==> src/rtl/serial_subtractor_ctrl_if.sv <==
// Handshake and data bundle for the bit-serial subtractor.
// The master issues start with operands; the slave reports busy/done and the result.
interface serial_subtractor_ctrl_if #(
    parameter int WIDTH = 8
);
    logic             start;
    logic [WIDTH-1:0] a;
    logic [WIDTH-1:0] b;
    logic             bin;
    logic             busy;
    logic             done;
    logic [WIDTH-1:0] diff;
    logic             bout;

    modport master (
        output start, a, b, bin,
        input  busy, done, diff, bout
    );

    modport slave (
        input  start, a, b, bin,
        output busy, done, diff, bout
    );
endinterface

==> src/rtl/serial_subtractor_ctrl.sv <==
// Bit-serial subtractor: one 1-bit full-subtractor cell is reused for WIDTH
// cycles, LSB first, to produce (a - b - bin) mod 2^WIDTH and the borrow-out.
module serial_subtractor_ctrl #(
    parameter int WIDTH = 8
) (
    input  logic                    clk,
    input  logic                    rst,
    serial_subtractor_ctrl_if.slave bus
);
    localparam int CW = (WIDTH > 1) ? $clog2(WIDTH) : 1;
    localparam logic [CW-1:0] LAST_BIT = CW'(WIDTH - 1);

    typedef enum logic [1:0] {
        S_IDLE  = 2'd0,
        S_SHIFT = 2'd1,
        S_DONE  = 2'd2
    } state_t;

    state_t           state_q;
    logic [WIDTH-1:0] a_sr_q;
    logic [WIDTH-1:0] b_sr_q;
    logic [WIDTH-2:0] d_sr_q;     // difference bits collected so far (MSB side)
    logic             brw_q;
    logic [CW-1:0]    cnt_q;
    logic [WIDTH-1:0] diff_q;
    logic             bout_q;
    logic             busy_q;
    logic             done_q;

    logic             cell_d;
    logic             cell_bout;
    logic [WIDTH-1:0] d_full_d;   // collected bits plus the bit produced this cycle

    // Single-bit full subtractor on the current operand LSBs and running borrow.
    always_comb begin
        cell_d    = a_sr_q[0] ^ b_sr_q[0] ^ brw_q;
        cell_bout = (~a_sr_q[0] & b_sr_q[0]) | (~(a_sr_q[0] ^ b_sr_q[0]) & brw_q);
        d_full_d  = {cell_d, d_sr_q};
    end

    // Control FSM with datapath shift registers and registered outputs.
    always_ff @(posedge clk or posedge rst) begin
        if (rst) begin
            state_q <= S_IDLE;
            a_sr_q  <= '0;
            b_sr_q  <= '0;
            d_sr_q  <= '0;
            brw_q   <= 1'b0;
            cnt_q   <= '0;
            diff_q  <= '0;
            bout_q  <= 1'b0;
            busy_q  <= 1'b0;
            done_q  <= 1'b0;
        end else begin
            case (state_q)
                S_IDLE: begin
                    done_q <= 1'b0;
                    if (bus.start) begin
                        a_sr_q  <= bus.a;
                        b_sr_q  <= bus.b;
                        brw_q   <= bus.bin;
                        cnt_q   <= '0;
                        busy_q  <= 1'b1;
                        state_q <= S_SHIFT;
                    end
                end
                S_SHIFT: begin
                    a_sr_q <= {1'b0, a_sr_q[WIDTH-1:1]};
                    b_sr_q <= {1'b0, b_sr_q[WIDTH-1:1]};
                    d_sr_q <= d_full_d[WIDTH-1:1];
                    brw_q  <= cell_bout;
                    cnt_q  <= cnt_q + 1'b1;
                    if (cnt_q == LAST_BIT) begin
                        diff_q  <= d_full_d;
                        bout_q  <= cell_bout;
                        busy_q  <= 1'b0;
                        done_q  <= 1'b1;
                        state_q <= S_DONE;
                    end
                end
                S_DONE: begin
                    // start is deliberately not looked at here; re-accept only from IDLE.
                    done_q  <= 1'b0;
                    state_q <= S_IDLE;
                end
                default: begin
                    busy_q  <= 1'b0;
                    done_q  <= 1'b0;
                    state_q <= S_IDLE;
                end
            endcase
        end
    end

    assign bus.busy = busy_q;
    assign bus.done = done_q;
    assign bus.diff = diff_q;
    assign bus.bout = bout_q;
endmodule

==> src/flat_wrapper.sv <==
// flat-port wrapper written by rule: the top's interface ports become plain ports
module serial_subtractor_ctrl_flat 
#(
    parameter int WIDTH = 8
)
  (clk, rst, bus_start, bus_a, bus_b, bus_bin, bus_busy, bus_done, bus_diff, bus_bout);
  serial_subtractor_ctrl_if #(.WIDTH(WIDTH)) bus_i ();
  input  logic clk;
  input  logic rst;
  input wire logic [$bits(bus_i.start)-1:0] bus_start;
  input wire logic [$bits(bus_i.a)-1:0] bus_a;
  input wire logic [$bits(bus_i.b)-1:0] bus_b;
  input wire logic [$bits(bus_i.bin)-1:0] bus_bin;
  output wire logic [$bits(bus_i.busy)-1:0] bus_busy;
  output wire logic [$bits(bus_i.done)-1:0] bus_done;
  output wire logic [$bits(bus_i.diff)-1:0] bus_diff;
  output wire logic [$bits(bus_i.bout)-1:0] bus_bout;
  assign bus_i.start = bus_start;
  assign bus_i.a = bus_a;
  assign bus_i.b = bus_b;
  assign bus_i.bin = bus_bin;
  assign bus_busy = bus_i.busy;
  assign bus_done = bus_i.done;
  assign bus_diff = bus_i.diff;
  assign bus_bout = bus_i.bout;
  serial_subtractor_ctrl #(.WIDTH(WIDTH)) u_core (.clk(clk), .rst(rst), .bus(bus_i));
endmodule
==> config.mk <==
export PLATFORM = sky130hd
export DESIGN_NAME = serial_subtractor_ctrl_flat
export DESIGN_NICKNAME = d
export VERILOG_FILES = /design/src/rtl/serial_subtractor_ctrl_if.sv /design/src/rtl/serial_subtractor_ctrl.sv /design/src/flat_wrapper.sv
export SDC_FILE = /design/constraint.sdc
export NUM_CORES = 1
export LEC_CHECK = 0
export CAP_MARGIN = 40
export CORE_ASPECT_RATIO = 1.25
export CORE_MARGIN = 8
export CORE_UTILIZATION = 50
export CTS_CLUSTER_SIZE = 12
export DETAILED_ROUTE_END_ITERATION = 10
export PLACE_DENSITY_LB_ADDON = 0.08
export SLEW_MARGIN = 0
export SYNTH_ARGS = -nofsm -noshare
export SYNTH_HDL_FRONTEND = slang
export SYNTH_SLANG_ARGS = --single-unit
==> constraint.sdc <==
create_clock -name clk -period 2.1 [get_ports clk]
set_clock_uncertainty 0.05 [all_clocks]
set_input_delay 0.42 -clock clk [delete_from_list [all_inputs] [get_ports clk]]
set_output_delay 0.42 -clock clk [all_outputs]
set_load 0.01 [all_outputs]
==> metrics <==
outcome=completed; number of post-CTS setup repair buffers=0; CP Class=reg2reg; CTS root buffer=clkbuf_8; Max IR drop VDD=0.000900 V; sequential area share after synthesis=59.0%; Initial Utilization=52.6%; number of buffers added by the clock tree synthesis step=5; type of the most critical hold path=reg2reg; number of hold-slack violations in the final timing report=0; Max transition margin=49.0%; vias=1,187; mean area per synthesized cell=12.8 um2; max cap viols=0; Final Total Pwr=3070 uW; drt first pass iters=4; hold buffer count at CTS=0; final net count=187; initial antenna violation count=0; minimum clock period=1.79 ns; row count=23; aggregate global routing overflow=0; number of cells on the worst hold path=2; WL final=3.45 mm; number of enable flip-flop cells after synthesis=0; die height=81.1 um; endpoint of the worst setup timing path=u_core.bus.diff[3]; highest fanout seen on the critical path=11; source-to-sink clock delay at the later pin of the worst-skew pair=0.29 ns; met1 GRT Util=15.7%; cell count of the worst reg-to-reg path=4; fin crit share=85.3%; largest net degree at the start of global routing=41; count of inserted antenna diode cells=0; area inside the core boundary=3220 um2; Primary FF master, synth=dfrtp_1; required time reported for the critical path endpoint=2.23 ns; setup repair after global routing missed its margin=no; fraction of synthesis flops using an asynchronous set or reset pin=100%; count of unique library cells instantiated by Yosys=27; YS warnings=0; sum of negative setup slack=0 ns; syn_nets=156; Reg2Reg Launch Point=u_core.cnt_q[0]; RD Place Congestion=0.713; mapped cell area=1700 um2; DR WL/cell=17.1 um; Worst Setup Start Kind=flop; via count of the first global-routing pass=1,230; met2 routing resource usage after global routing=22.0%; Iteration-0 DRC Markers=42; GRT busiest layer=met2; Clock Path Buffers=2; number of inserted filler cells in the final layout=269; post-CTS resize count=0; timing-limited maximum frequency=0.558 GHz; final HPWL from detailed placement=2.46 mm; Clock Sink Count=40; Static Leak=0.000897 uW; clock-pin slew on the worst setup and hold paths=0.08 ns; DRC=0; overall track demand over capacity in global routing=13.7%; setup slack of the worst register-to-register path=0.31 ns; fraction of layout instances using a drive strength above 1=15.8%; wire length of the first global-routing pass=5.69 mm; maximum level of the CTS H-tree=2; CP Data Arrival Time=1.92 ns; critical path startpoint=u_core.cnt_q[0]; P&R area growth vs syn=23.6%; flip-flop and latch count after synthesis=40; TritonCTS clock tree=yes; die outline area=5520 um2; Power per Cell Area=1460 nW/um2; Pins Over Slew Limit=0; endpoint class of the critical path=flop; top-level port count=31; slew at the pin closest to its max-slew limit=0.762 ns; average vias per placed instance=5.88; met3 track demand over resource=6.33%; synthesized netlist cell count=133; worst r2r dst=u_core.bus.diff[3]; remaining number of nets flagged by the antenna check after routing=0; input/output buffers=30; die boundary width=68.1 um; Final setup violation count=0
[layer usage]
metal	share of wire, %	up-vias
li1	-	544
met1	40	603
met2	52	35
met3	7.0	5
met4	1.5	0
met5	0	-
[worst max-delay path, stage by stage, from the launching register on]
cell and delay, ns:
dfrtp_1 0.40, ha_1 0.21, ha_1 0.22, nand3b_1 0.40, mux2_2 0.39
[Yosys cell counts (2+ instances only)]
| master | number | share of area, % |
|---|---|---|
| a21oi_1 | 2 | 0.59 |
| a22o_1 | 3 | 1.5 |
| a2bb2oi_1 | 3 | 1.5 |
| buf_2 | 6 | 1.8 |
| dfrtp_1 | 40 | 59 |
| ha_1 | 2 | 1.5 |
| inv_1 | 6 | 1.3 |
| mux2_2 | 15 | 10 |
| nand2_1 | 6 | 1.3 |
| nand2b_1 | 4 | 1.5 |
| nor2_1 | 7 | 1.5 |
| o21ai_0 | 6 | 1.8 |
| o22a_1 | 17 | 8.8 |
| o22ai_1 | 3 | 1.1 |
[placed cells by master, fill, tap and decap left out, drive strengths merged]
cell type	count
dfrtp	40
clkdlybuf4s50	30
o22a	17
mux2	15
nor2	7
inv	7
o21ai	7
nand2	6
clkbuf	5
nand2b	4
o22ai	3
a2bb2oi	3
a22o	3
clkinv	3
a21oi	2
ha	2
buf	2
o21bai	1
a22oi	1
or4b	1
nand3b	1
a221o	1
nor2b	1
a221oi	1
a32o	1
fa	1
[worst min-delay path by stage]
stage / from / endpoint / slack, ns
2_1_floorplan: u_core.a_sr_q[7] / u_core.a_sr_q[7] / 0.42
3_3_place_gp: u_core.bus.bout / u_core.bus.bout / 0.42
3_5_place_dp: u_core.bus.bout / u_core.bus.bout / 0.42
4_1_cts: u_core.bus.bout / u_core.bus.bout / 0.44
5_1_grt: u_core.a_sr_q[7] / u_core.a_sr_q[7] / 0.47
6_report: u_core.bus.bout / u_core.bus.bout / 0.43
[state kept, by name (all words and copies together), names as in the netlist]
| register | count |
|---|---|
| u_core.d_sr_q | 7 |
| u_core.bus.done | 1 |
| u_core.bus.busy | 1 |
| u_core.bus.bout | 1 |
| u_core.a_sr_q | 8 |
| u_core.bus.diff | 8 |
| u_core.cnt_q | 3 |
| u_core.brw_q | 1 |
| u_core.state_q | 2 |
| u_core.b_sr_q | 8 |
[final cells by class]
cell class | count | area, um2 | share of cell area, %
well taps | 37 | 46.3 | 2.21
clock inverters | 3 | 18.8 | 0.895
clock buffers | 5 | 68.8 | 3.28
inverters | 7 | 26.3 | 1.25
repair buffers | 32 | 315 | 15.0
multi-input cells | 78 | 621 | 29.6
flip-flops and latches | 40 | 1000 | 47.7
[through the flow]
stage / hold slack [ns] / utilization [%] / setup WS (ns) / instances / instance area, um2
floorplan: 0.416 / - / 0.527 / 133 / 1700
global placement: 0.424 / 62.3 / 0.156 / 194 / 2010
detailed placement: 0.425 / 62.3 / 0.0612 / 194 / 2010
CTS: 0.437 / 65.1 / 0.265 / 202 / 2100
global route: 0.470 / 65.1 / 0.170 / 202 / 2100
finish: 0.433 / 65.1 / 0.308 / 202 / 2100
[power breakdown]
part | internal (uW) | switching, uW | leakage [uW] | total [uW]
registers | 1140 | 220 | 0.000467 | 1360
clock network | 231 | 265 | 0.0000479 | 496
logic | 706 | 507 | 0.000382 | 1210
[cell families (layout without fill, tap and decap cells)]
kind of cell / Yosys count / count (layout) / synth area share (%)
buf+inv: 15 / 47 / 4.42
fa+ha+maj: 3 / 3 / 2.65
mux: 15 / 15 / 9.96
flops: 40 / 40 / 59.0
compound gates: 40 / 40 / 18.2
simple gates: 20 / 20 / 5.75
Note: power is estimated with default switching activity, not from simulation.
